`config.mk`:
```
export PLATFORM = sky130hd
export DESIGN_NAME = mult_seq_param_flat
export DESIGN_NICKNAME = d
export VERILOG_FILES = /design/src/rtl/mult_seq_param_if.sv /design/src/rtl/mult_seq_param.sv /design/src/flat_wrapper.sv
export SDC_FILE = /design/constraint.sdc
export NUM_CORES = 1
export LEC_CHECK = 0
export CORE_ASPECT_RATIO = 0.75
export CORE_MARGIN = 5
export CORE_UTILIZATION = 45
export CTS_CLUSTER_SIZE = 24
export DETAILED_ROUTE_END_ITERATION = 7
export HOLD_SLACK_MARGIN = 0.08
export PLACE_DENSITY_LB_ADDON = 0.3
export SYNTH_ARGS = -nofsm -noshare
export SYNTH_HDL_FRONTEND = slang
export SYNTH_SLANG_ARGS = --single-unit
```
`constraint.sdc`:
```
create_clock -name clk -period 2.2 [get_ports clk]
set_input_delay 0.33 -clock clk [delete_from_list [all_inputs] [get_ports clk]]
set_output_delay 0.33 -clock clk [all_outputs]
set_load 0.05 [all_outputs]
```
`src/rtl/mult_seq_param_if.sv`:
```
// Operand/result bundle for mult_seq_param: start strobe, operands and sign mode in,
// busy/ready flags and product out.
interface mult_seq_param_if #(
  parameter int WIDTH = 16
);
  logic                 din_rdy;
  logic [WIDTH-1:0]     din_a;
  logic [WIDTH-1:0]     din_b;
  logic                 signed_mode;
  logic                 busy;
  logic                 dout_rdy;
  logic [2*WIDTH-1:0]   dout;

  modport master (
    output din_rdy, din_a, din_b, signed_mode,
    input  busy, dout_rdy, dout
  );

  modport slave (
    input  din_rdy, din_a, din_b, signed_mode,
    output busy, dout_rdy, dout
  );
endinterface

```
`src/rtl/mult_seq_param.sv`:
```
// Sequential shift-add multiplier, one multiplier bit per clock with early exit on B == 0.
// Define MULT_SIGNED_EN to build two's-complement support selected by signed_mode.
module mult_seq_param #(
  parameter int WIDTH = 16
) (
  input  logic            clk,
  input  logic            rst,
  mult_seq_param_if.slave bus
);
  localparam int PW = 2 * WIDTH;

  typedef enum logic [1:0] {IDLE, RUN, DONE} state_t;

  state_t           state_q, state_d;
  logic [PW-1:0]    a_q, a_d;
  logic [PW-1:0]    p_q, p_d;
  logic [PW-1:0]    dout_q, dout_d;
  logic [WIDTH-1:0] b_q, b_d;
  logic             busy_q, busy_d;
  logic             dout_rdy_q, dout_rdy_d;
  logic             neg_q, neg_d;

  logic [WIDTH-1:0] mag_a, mag_b;
  logic             neg_in;
  logic [PW-1:0]    result;

`ifdef MULT_SIGNED_EN
  // The most negative value maps onto itself, which is its correct unsigned magnitude.
  function automatic logic [WIDTH-1:0] mag(input logic signed [WIDTH-1:0] v, input logic sgn);
    return (sgn && v[WIDTH-1]) ? -v : v;
  endfunction

  function automatic logic [PW-1:0] apply_sign(input logic [PW-1:0] v, input logic n);
    return n ? -v : v;
  endfunction

  assign mag_a  = mag(bus.din_a, bus.signed_mode);
  assign mag_b  = mag(bus.din_b, bus.signed_mode);
  assign neg_in = bus.signed_mode & (bus.din_a[WIDTH-1] ^ bus.din_b[WIDTH-1]);
  assign result = apply_sign(p_q, neg_q);
`else
  logic [1:0] unused_cfg;

  assign mag_a      = bus.din_a;
  assign mag_b      = bus.din_b;
  assign neg_in     = 1'b0;
  assign result     = p_q;
  assign unused_cfg = {bus.signed_mode, neg_q};
`endif

  always_comb begin
    state_d    = state_q;
    a_d        = a_q;
    b_d        = b_q;
    p_d        = p_q;
    neg_d      = neg_q;
    dout_d     = dout_q;
    busy_d     = busy_q;
    dout_rdy_d = dout_rdy_q;
    case (state_q)
      IDLE: begin
        if (bus.din_rdy) begin
          a_d     = {{WIDTH{1'b0}}, mag_a};
          b_d     = mag_b;
          p_d     = '0;
          neg_d   = neg_in;
          busy_d  = 1'b1;
          state_d = RUN;
        end
      end
      RUN: begin
        if (b_q != '0) begin
          if (b_q[0]) p_d = p_q + a_q;
          a_d = a_q << 1;
          b_d = b_q >> 1;
        end else begin
          dout_d     = result;
          dout_rdy_d = 1'b1;
          state_d    = DONE;
        end
      end
      DONE: begin
        dout_rdy_d = 1'b0;
        busy_d     = 1'b0;
        state_d    = IDLE;
      end
      default: state_d = IDLE;
    endcase
  end

  always_ff @(posedge clk or negedge rst) begin
    if (!rst) begin
      state_q    <= IDLE;
      a_q        <= '0;
      b_q        <= '0;
      p_q        <= '0;
      neg_q      <= 1'b0;
      dout_q     <= '0;
      busy_q     <= 1'b0;
      dout_rdy_q <= 1'b0;
    end else begin
      state_q    <= state_d;
      a_q        <= a_d;
      b_q        <= b_d;
      p_q        <= p_d;
      neg_q      <= neg_d;
      dout_q     <= dout_d;
      busy_q     <= busy_d;
      dout_rdy_q <= dout_rdy_d;
    end
  end

  assign bus.busy     = busy_q;
  assign bus.dout_rdy = dout_rdy_q;
  assign bus.dout     = dout_q;
endmodule

```
`src/flat_wrapper.sv`:
```
// flat-port wrapper written by rule: the top's interface ports become plain ports
module mult_seq_param_flat 
#(
  parameter int WIDTH = 16
)
  (clk, rst, bus_din_rdy, bus_din_a, bus_din_b, bus_signed_mode, bus_busy, bus_dout_rdy, bus_dout);
  mult_seq_param_if #(.WIDTH(WIDTH)) bus_i ();
  input  logic clk;
  input  logic rst;
  input wire logic [$bits(bus_i.din_rdy)-1:0] bus_din_rdy;
  input wire logic [$bits(bus_i.din_a)-1:0] bus_din_a;
  input wire logic [$bits(bus_i.din_b)-1:0] bus_din_b;
  input wire logic [$bits(bus_i.signed_mode)-1:0] bus_signed_mode;
  output wire logic [$bits(bus_i.busy)-1:0] bus_busy;
  output wire logic [$bits(bus_i.dout_rdy)-1:0] bus_dout_rdy;
  output wire logic [$bits(bus_i.dout)-1:0] bus_dout;
  assign bus_i.din_rdy = bus_din_rdy;
  assign bus_i.din_a = bus_din_a;
  assign bus_i.din_b = bus_din_b;
  assign bus_i.signed_mode = bus_signed_mode;
  assign bus_busy = bus_i.busy;
  assign bus_dout_rdy = bus_i.dout_rdy;
  assign bus_dout = bus_i.dout;
  mult_seq_param #(.WIDTH(WIDTH)) u_core (.clk(clk), .rst(rst), .bus(bus_i));
endmodule
```
==> results of run 1 <==
-- power groups by stage --
stage          combinational (mW)  clock (mW)  sequential, mW
2_1_floorplan                4.25           0            4.13
3_3_place_gp                 7.87           0            3.54
3_5_place_dp                 8.11           0            3.58
4_1_cts                      8.93        2.87            3.62
5_1_grt                      10.5        2.99            3.78
6_report                     9.69        2.83            3.67
-- kinds of logic after synthesis --
family          Yosys count  share of synthesized area, %
mux                      64                          10.5
fa+ha+maj                32                          6.31
xor+xnor                 17                          2.30
simple gates            203                          15.0
flops                   116                          44.9
buf+inv                  49                          3.16
compound gates          185                          17.8
-- worst max-delay path, stage by stage (launching register included) --
cell and delay [ns]:
dfrtp_1 0.41, ha_4 0.17, inv_2 0.04, fa_2 0.36
nor2b_4 0.15, o211ai_4 0.10, a211oi_4 0.34, a211oi_4 0.12
o21a_1 0.23, or4_1 0.47, nand3_1 0.09
-- layer usage --
layer | share of wire, % | up-vias | global-route usage [%]
li1 | - | 2844 | -
met4 | 1.4 | 0 | 6.71
met5 | 0 | - | 0
met3 | 5.3 | 25 | 6.16
met2 | 47 | 194 | 36.6
met1 | 46 | 2886 | 30.6
-- path summary, 6_finish.rpt --
| check | slack [ns] | from | to |
|---|---|---|---|
| max reg2reg | -0.34 | u_core.a_q[0]$_DFFE_PN0P_ | u_core.p_q[24]$_DFFE_PN0P_ |
| min | 0.48 | u_core.bus.dout[11]$_DFFE_PN0P_ | u_core.bus.dout[11]$_DFFE_PN0P_ |
| min in group asynchronous | 0.55 | rst | u_core.bus.dout[21]$_DFFE_PN0P_ |
| max in group asynchronous | 1.20 | rst | u_core.p_q[0]$_DFFE_PN0P_ |
| min reg2reg | 0.48 | u_core.bus.dout[11]$_DFFE_PN0P_ | u_core.bus.dout[11]$_DFFE_PN0P_ |
| max | -0.34 | u_core.a_q[0]$_DFFE_PN0P_ | u_core.p_q[24]$_DFFE_PN0P_ |
-- layout make-up --
class	instances	share of cell area [%]
multi-input cells	501	41.2
clock buffers	22	4.84
well taps	175	2.28
flip-flops and latches	116	30.3
repair buffers	217	19.7
clock inverters	10	1.36
inverters	10	0.391
-- placed cells by master (no fill, tap or decap), types with 7 or more instances in the layout --
cell,netlist,layout
nand4_1,13,13
buf_6,0,10
inv_1,9,8
ha_4,0,15
dfrtp_1,116,116
buf_4,0,135
clkbuf_16,0,17
nor3_1,12,8
nand3_1,38,35
a21oi_1,32,24
a21o_1,10,10
o21ai_0,53,41
ha_1,31,16
nor2_1,19,17
mux2_2,20,20
o21a_1,7,7
mux2i_1,32,32
o21ai_1,30,37
clkdlybuf4s50_1,0,67
o211ai_1,8,8
mux2_1,12,12
nand2_1,83,82
xor2_1,8,7
-- stage by stage --
stage	hold slack, ns	instances	setup WS, ns
final	0.483	1051	-0.345
after global routing	0.491	1051	-0.419
after CTS	0.486	1042	-0.254
after detailed placement	0.474	991	-0.377
after global placement	0.465	991	-0.286
after floorplan	0.0344	666	-0.206
-- state kept, by name (all words and copies together), names as in the netlist --
register and flops:
u_core.a_q 32, u_core.b_q 16, u_core.bus.busy 1, u_core.bus.dout 32, u_core.bus.dout_rdy 1, u_core.p_q 32
u_core.state_q 2
-- repair_timing --
| item | 4_1_cts | 5_1_grt |
|---|---|---|
| gates resized for setup | 56 | 49 |
| hold buffers | 1 | 0 |
| pin swaps | 43 | 52 |
| setup buffers | 19 | 12 |
| hold endpoints to repair | 116 | 0 |
| setup endpoints to repair | 26 | 52 |
==> metrics.md, run 1 <==
| Metric | Value |
|---|---|
| Status | finished, violations left |
| Violated checks | setup timing |
| Fin worst setup slack | -0.345 ns |
| Post-DRT Antenna Nets | 0 |
| Critical Path RT | 2.56 ns |
| Synth area leader | dfrtp_1 |
| Initial antenna violation count | 0 |
| Cells on worst reg2reg path | 10 |
| Post-route minimum period | 2.54 ns |
| Initial Util | 46.5% |
| Internal Power | 9.33 mW |
| RD Place Congestion | 0.881 |
| Final Power | 16.2 mW |
| Top cell type's share of synthesized area | 44.9% |
| Buffer depth of the longest clock path | 2 |
| Post-Place Cell Area | 8210 µm² |
| First-pass GRT wire length | 30,900 µm |
| Number of global-route vias before repair | 6,104 |
| Ports | 70 |
| CTS tree | yes |
| Layout area overhead | 48.5% |
| IO buf count | 68 |
| Fin area | 9590 µm² |
| Leakage | 4.40 nW |
| Vias per cell | 5.66 |
| Worst min path class | flip-flop to flip-flop |
| Layout Nets | 931 |
| Peak supply drop | 0.000962 V |
| Synth top cells by count | dfrtp_1 (116), nand2_1 (83), o21ai_0 (53) |
| Max-slew violations | 0 |
| WL/cell | 17.8 µm |
| Final period util | 116% |
| Relative slew slack | 53.8% |
| Most frequent cell after synthesis | dfrtp_1 |
| Type of origin of the critical path | flip-flop |
| Cells after synthesis | 666 |
| Grt ovf | 0 |
| Distinct cells, synth | 61 |
| Sequential area share after synthesis | 44.9% |
| Part of the power in the clock network | 17.5% |
| Finish-stage setup viols | 18 |
| Critical Path End Type | flip-flop |
| Detail Placement HPWL | 12,500 µm |
| Maxcap violations | 0 |
| Reg area | 2900 µm² |
| Hold Path Stages | 1 |
| Utilization after layout | 69.1% |
| Chip width | 148 µm |
| Via count | 5,949 |
| Switching share of total power | 42.4% |
| Largest net degree at the start of global routing | 117 |
| # rows | 37 |
| Slew at the pin closest to its max-slew limit | 0.693 ns |
| Net Count, Synth | 734 |
| Critical-path maximum fanout | 3 |
| Die height | 114 µm |
| Final WL | 18,800 µm |
| CTS clk-pin slew, worst paths | 0.06 ns |
| PwrDens | 1690 nW/µm² |
| EDFF count, synth | 0 |
| RSZ-0062 raised after global routing | yes |
| Net load switching power | 6.87 mW |
| Setup total negative slack | -2.90 ns |
| Clock buffer count from CTS | 17 |
| Arr. time, crit path | 2.90 ns |
| Crit path kind | flip-flop to flip-flop |
| Most used DFF post-synth | dfrtp_1 |
| Post-Syn Area | 6460 µm² |
| Final Hold Viols | 0 |
| Ys async rst share | 100% |
| Seq cells post-synth | 116 |
| Fraction of power consumed by combinational cells | 59.8% |
| First DRT Iteration DRCs | 492 |
| Antenna fix cells | 0 |
| Tot GR Track Use | 22.8% |
| DRC viols | 0 |
| Warnings, synthesis | 0 |
| H-tree depth | 4 |
| Die area | 16,900 µm² |
| Skew final | 0.00948 ns |
| Fillers | 989 |
| Fmax | 0.393 GHz |
| Sequential share of power | 22.7% |
| Sink Count | 116 |
| Layout cells sized above 1 | 31.8% |
| Core region area | 13,900 µm² |
| Syn Area/Cell | 9.70 µm² |
| Detailed Routing Iterations Pass 1 | 5 |
| Most area-consuming cells after synthesis | dfrtp_1 (45%), ha_1 (6.0%), mux2i_1 (5.0%), nand2_1 (4.8%), o21ai_0 (4.1%) |
| Worst-skew pair later-pin latency | 0.43 ns |
| Clock Tree Root | clkbuf_16 |
| Multi-input logic area | 3950 µm² |
Note: power is estimated with default switching activity, not from simulation.
==> inputs of run 2 (changes only) <==
CORE_UTILIZATION = 50   (was 45)
==> metrics.md, run 2 (synthesized netlist as in run 1, its figures left out) <==
| Metric | Value |
|---|---|
| Status | finished, violations left (unchanged) |
| Violated checks | setup timing (unchanged) |
| Die height | 108 µm (was 114 µm) |
| Clock buffer count from CTS | 17 (unchanged) |
| Final Non-Filler Cells | 1,035 (was 1,051) |
| CTS tree | yes (unchanged) |
| Antenna fix cells | 0 (unchanged) |
| Sink Count | 116 (unchanged) |
| RD Place Congestion | 0.858 (was 0.881) |
| Critical-path maximum fanout | 3 (unchanged) |
| Leakage | 4.34 nW (was 4.40 nW) |
| Fmax | 0.393 GHz (about the same) |
| Relative slew slack | 57.3% (was 53.8%) |
| Critical Path End Type | flip-flop (unchanged) |
| Crit path kind | flip-flop to flip-flop (unchanged) |
| Peak supply drop | 0.000881 V (was 0.000962 V) |
| # rows | 36 (was 37) |
| First DRT Iteration DRCs | 560 (was 492) |
| WL/cell | 17.8 µm (about the same) |
| Detailed Routing Iterations Pass 1 | 4 (was 5) |
| Slew at the pin closest to its max-slew limit | 0.640 ns (was 0.693 ns) |
| Fraction of power consumed by combinational cells | 58.6% (was 59.8%) |
| Core region area | 12,800 µm² (was 13,900 µm²) |
| Clock Tree Root | clkbuf_16 (unchanged) |
| Number of global-route vias before repair | 5,975 (was 6,104) |
| Detail Placement HPWL | 12,100 µm (was 12,500 µm) |
| Arr. time, crit path | 2.90 ns (about the same) |
| Finish-stage setup viols | 18 (unchanged) |
| Type of origin of the critical path | flip-flop (unchanged) |
| Tot GR Track Use | 24.4% (was 22.8%) |
| Layout cells sized above 1 | 30.4% (was 31.8%) |
| Skew final | 0.00892 ns (was 0.00948 ns) |
| Maxcap violations | 0 (unchanged) |
| Fin worst setup slack | -0.344 ns (was -0.345 ns) |
| Max-slew violations | 0 (unchanged) |
| Post-route minimum period | 2.54 ns (about the same) |
| Initial Util | 50.3% (was 46.5%) |
| Layout area overhead | 45.7% (was 48.5%) |
| Final WL | 18,400 µm (was 18,800 µm) |
| PwrDens | 1680 nW/µm² (was 1690 nW/µm²) |
| Worst min path class | flip-flop to flip-flop (unchanged) |
| Sequential share of power | 23.0% (was 22.7%) |
| Chip width | 141 µm (was 148 µm) |
| Most common cell after layout, fill and taps aside | buf_4 (unchanged) |
| Most frequent cells in the layout | buf_4 (126), dfrtp_1 (115), nand2_1 (82) (was buf_4 (135), dfrtp_1 (116), nand2_1 (82)) |
| CP max stage cell | or4_1 (unchanged) |
| Final Hold Viols | 0 (unchanged) |
| First-pass GRT wire length | 29,600 µm (was 30,900 µm) |
| Worst-skew pair later-pin latency | 0.42 ns (was 0.43 ns) |
| Net load switching power | 6.70 mW (was 6.87 mW) |
| CTS clk-pin slew, worst paths | 0.06 ns (about the same) |
| Internal Power | 9.15 mW (was 9.33 mW) |
| Critical Path RT | 2.56 ns (about the same) |
| H-tree depth | 4 (unchanged) |
| Ports | 70 (unchanged) |
| Initial antenna violation count | 0 (unchanged) |
| IO buf count | 68 (unchanged) |
| RSZ-0062 raised after global routing | yes (unchanged) |
| Grt ovf | 0 (unchanged) |
| Final period util | 116% (about the same) |
| Fin area | 9420 µm² (was 9590 µm²) |
| Via count | 6,017 (was 5,949) |
| Switching share of total power | 42.3% (was 42.4%) |
| DRC viols | 0 (unchanged) |
| Buffer depth of the longest clock path | 2 (unchanged) |
| Part of the power in the clock network | 18.5% (was 17.5%) |
| Die area | 15,300 µm² (was 16,900 µm²) |
| Vias per cell | 5.81 (was 5.66) |
| Layout Nets | 919 (was 931) |
| Largest net degree at the start of global routing | 117 (unchanged) |
| Sequence of cells on the critical path | ha_2 > inv_2 > fa_2 > nor2b_4 > o211ai_4 > a211oi_4 > a211oi_2 > o21a_1 > or4_1 > nand3_1 (was ha_4 > inv_2 > fa_2 > nor2b_4 > o211ai_4 > a211oi_4 > a211oi_4 > o21a_1 > or4_1 > nand3_1) |
| Post-DRT Antenna Nets | 0 (unchanged) |
| Post-Place Cell Area | 8260 µm² (was 8210 µm²) |
| Max incr delay on CP | 0.47 ns (about the same) |
| DP Cell Count | 989 (was 991) |
## run 2: per-layer routing
metal / vias to the layer above / part of all wire, % / GRT usage (%) / routed length [µm]
met4: 0 / 1.9 / 10.4 / 349
li1: 2817 / - / - / -
met3: 39 / 4.9 / 4.91 / 908
met5: - / 0 / 0 / 0
met2: 205 / 48 / 39.4 / 8850
met1: 2956 / 45 / 32.3 / 8290
## run 2: per-stage QoR
step                      utilization (%)  worst slack, ns  hold WS [ns]  TNS [ns]  power (mW)
final                                73.3           -0.344         0.480     -2.65        15.8
after global routing                 73.3           -0.404         0.491     -4.26        16.8
after CTS                            71.6           -0.256         0.482     -1.81        15.3
after detailed placement             64.3           -0.318         0.474     -3.96        11.7
after global placement               64.3           -0.248         0.467     -2.34        11.4
after floorplan                         -           -0.206        0.0344    -0.685        8.39
## run 2: critical path, delay by kind of cell, from the launching register on
family / cells / cell delay [ns]
compound gates: 4 / 0.77
simple gates: 3 / 0.72
fa+ha+maj: 2 / 0.57
flops: 1 / 0.36
buf+inv: 1 / 0.05
## run 2: area by class of cell
class                      instances  area [µm²]
multi-input combinational        501        3830
fill                             864        3420
sequential                       116        2900
timing repair buffer             205        1800
clock buffer                      19         443
tap                              171         214
clock inverter                    13         183
inverter                          10        37.5
## run 2: what timing repair did
action                     in CTS  in global routing
hold buffers                    1                  0
setup endpoints to repair      20                113
pin swaps                      40                 28
setup buffers                   8                 10
gates resized for setup        47                 34
hold endpoints to repair      116                  0
gates cloned                    0                  0
## run 2: worst paths after layout
check	slack [ns]	depth (start not counted)	start	end
worst max-delay path	-0.34	10	u_core.p_q[0]$_DFFE_PN0P_	u_core.p_q[24]$_DFFE_PN0P_
worst min-delay path	0.48	1	u_core.p_q[31]$_DFFE_PN0P_	u_core.p_q[31]$_DFFE_PN0P_
worst max register to register	-0.34	10	u_core.p_q[0]$_DFFE_PN0P_	u_core.p_q[24]$_DFFE_PN0P_
worst min register to register	0.48	1	u_core.p_q[31]$_DFFE_PN0P_	u_core.p_q[31]$_DFFE_PN0P_
max in group asynchronous	1.15	3	rst	u_core.p_q[1]$_DFFE_PN0P_
min in group asynchronous	0.55	3	rst	u_core.bus.dout[19]$_DFFE_PN0P_
## run 2: power groups by stage
stage               clock, mW  combinational [mW]  sequential (mW)
CTS                      2.96                8.76             3.60
finish                   2.93                9.28             3.64
detailed placement          0                8.11             3.58
global route             3.08                10.0             3.73
global placement            0                7.90             3.53
floorplan                   0                4.25             4.13
==> inputs of run 3 (changes only) <==
CORE_UTILIZATION = 52   (was 50)
CTS_CLUSTER_SIZE = 28   (was 24)
==> metrics.md, run 3 (synthesized netlist as in run 1, its figures left out) <==
| Metric | Value |
|---|---|
| Status | finished, violations left (unchanged) |
| Die area | 14,800 µm² (was 15,300 µm²) |
| Setup total negative slack | -6.25 ns (was -2.65 ns) |
| Crit path kind | flip-flop to flip-flop (unchanged) |
| Post-DRT Antenna Nets | 0 (unchanged) |
| CTS tree | yes (unchanged) |
| Largest net degree at the start of global routing | 117 (unchanged) |
| Ports | 70 (unchanged) |
| Leakage | 4.44 nW (was 4.34 nW) |
| # rows | 35 (was 36) |
| Peak supply drop | 0.000950 V (was 0.000881 V) |
| Fin worst setup slack | -0.491 ns (was -0.344 ns) |
| Fmax | 0.372 GHz (was 0.393 GHz) |
| Critical-path maximum fanout | 3 (unchanged) |
| Detailed Routing Iterations Pass 1 | 5 (was 4) |
| DRC viols | 0 (unchanged) |
| Core region area | 12,200 µm² (was 12,800 µm²) |
| Fin area | 9720 µm² (was 9420 µm²) |
| Tot GR Track Use | 26.3% (was 24.4%) |
| Maxcap violations | 0 (unchanged) |
| Detail Placement HPWL | 12,500 µm (was 12,100 µm) |
| Via count | 6,305 (was 6,017) |
| Hold Path Stages | 1 (unchanged) |
| Final Power | 16.5 mW (was 15.8 mW) |
| Clock buffer count from CTS | 17 (unchanged) |
| Final WL | 21,400 µm (was 18,400 µm) |
| Slew at the pin closest to its max-slew limit | 0.665 ns (was 0.640 ns) |
| RD Place Congestion | 0.878 (was 0.858) |
| Final Hold Viols | 0 (unchanged) |
| Max-slew violations | 0 (unchanged) |
| WL/cell | 20.5 µm (was 17.8 µm) |
| Buffer depth of the longest clock path | 2 (unchanged) |
| Pre-CTS setup slack | -0.335 ns (was -0.318 ns) |
| First DRT Iteration DRCs | 696 (was 560) |
| Initial antenna violation count | 0 (unchanged) |
| Layout Nets | 929 (was 919) |
| H-tree depth | 4 (unchanged) |
| Layout area overhead | 50.5% (was 45.7%) |
| Worst min path class | flip-flop to flip-flop (unchanged) |
| CTS clk-pin slew, worst paths | 0.06 ns (about the same) |
| RSZ-0062 raised after global routing | yes (unchanged) |
| IO buf count | 68 (unchanged) |
| Sink Count | 116 (unchanged) |
| Clock Tree Root | clkbuf_16 (unchanged) |
| Initial Util | 52.9% (was 50.3%) |
| Grt ovf | 0 (unchanged) |
| Post-route minimum period | 2.69 ns (was 2.54 ns) |
| Relative slew slack | 55.6% (was 57.3%) |
| Post-Place Cell Area | 8260 µm² (about the same) |
| Arr. time, crit path | 3.05 ns (was 2.90 ns) |
| Antenna fix cells | 0 (unchanged) |
| Skew final | 0.0108 ns (was 0.00892 ns) |
| Most common cell after layout, fill and taps aside | buf_4 (unchanged) |
| Worst-skew pair later-pin latency | 0.42 ns (about the same) |
| PwrDens | 1700 nW/µm² (was 1680 nW/µm²) |
| Violated checks | setup timing (unchanged) |
| Most frequent cells in the layout | buf_4 (127), dfrtp_1 (115), nand2_1 (80) (was buf_4 (126), dfrtp_1 (115), nand2_1 (82)) |
| Type of origin of the critical path | flip-flop (unchanged) |
| Critical Path End Type | flip-flop (unchanged) |
| First-pass GRT wire length | 31,500 µm (was 29,600 µm) |
| Finish-stage setup viols | 47 (was 18) |
| Layout cells sized above 1 | 32.8% (was 30.4%) |
| Cells on worst reg2reg path | 10 (unchanged) |
| Number of global-route vias before repair | 6,216 (was 5,975) |
| Die height | 107 µm (was 108 µm) |
| Final period util | 122% (was 116%) |
| Vias per cell | 6.06 (was 5.81) |
| Chip width | 139 µm (was 141 µm) |
| Critical Path RT | 2.56 ns (about the same) |
==> run 3: through the flow <==
stage	hold WS [ns]	cells	utilization (%)
after floorplan	0.0344	666	-
after global placement	0.464	983	67.6
after detailed placement	0.473	983	67.6
after CTS	0.485	1021	75.6
after global routing	0.529	1040	79.6
final	0.496	1040	79.6
==> run 3: worst paths after layout <==
check,to,slack (ns),start
max in group asynchronous,u_core.b_q[9]$_DFFE_PN0P_,1.15,rst
worst max-delay path,u_core.p_q[24]$_DFFE_PN0P_,-0.49,u_core.a_q[0]$_DFFE_PN0P_
worst max register to register,u_core.p_q[24]$_DFFE_PN0P_,-0.49,u_core.a_q[0]$_DFFE_PN0P_
worst min-delay path,u_core.p_q[31]$_DFFE_PN0P_,0.50,u_core.p_q[31]$_DFFE_PN0P_
min in group asynchronous,u_core.a_q[20]$_DFFE_PN0P_,0.56,rst
worst min register to register,u_core.p_q[31]$_DFFE_PN0P_,0.50,u_core.p_q[31]$_DFFE_PN0P_
==> run 3: power by group <==
part           internal (mW)  switching (mW)
registers               2.97           0.719
logic                   4.52            5.37
clock network           1.82            1.15
total                   9.30            7.23
==> run 3: what timing repair did <==
item	4_1_cts	5_1_grt
pin swaps	21	39
setup buffers	5	20
hold endpoints to repair	116	0
resized for setup	55	84
hold buffers	1	0
gates cloned	1	3
endpoints found under the setup margin	53	54
==> run 3: cell type report <==
type / instances / area (µm²)
multi-input combinational: 501 / 3970
sequential: 116 / 2900
fill: 721 / 2500
timing repair buffer: 215 / 1980
clock buffer: 17 / 425
tap: 166 / 208
clock inverter: 15 / 195
inverter: 10 / 37.5
==> run 3: layer usage <==
layer  share of wire (%)  up-vias  global-route usage, %
met5                   0        -                      0
met4                 1.8        0                   7.40
met3                 5.1       43                   6.21
met2                  51      251                   45.4
met1                  42     3177                   33.3
li1                    -     2834                      -
==> run 3: critical path, stage by stage, from the launching register on <==
cell and delay [ns]:
dfrtp_1 0.39, ha_2 0.22, inv_2 0.04, fa_2 0.37, nor2b_4 0.18, o211ai_4 0.12, a211oi_4 0.36, a211oi_4 0.13
o21a_1 0.25, or4_1 0.47, nand3_1 0.09
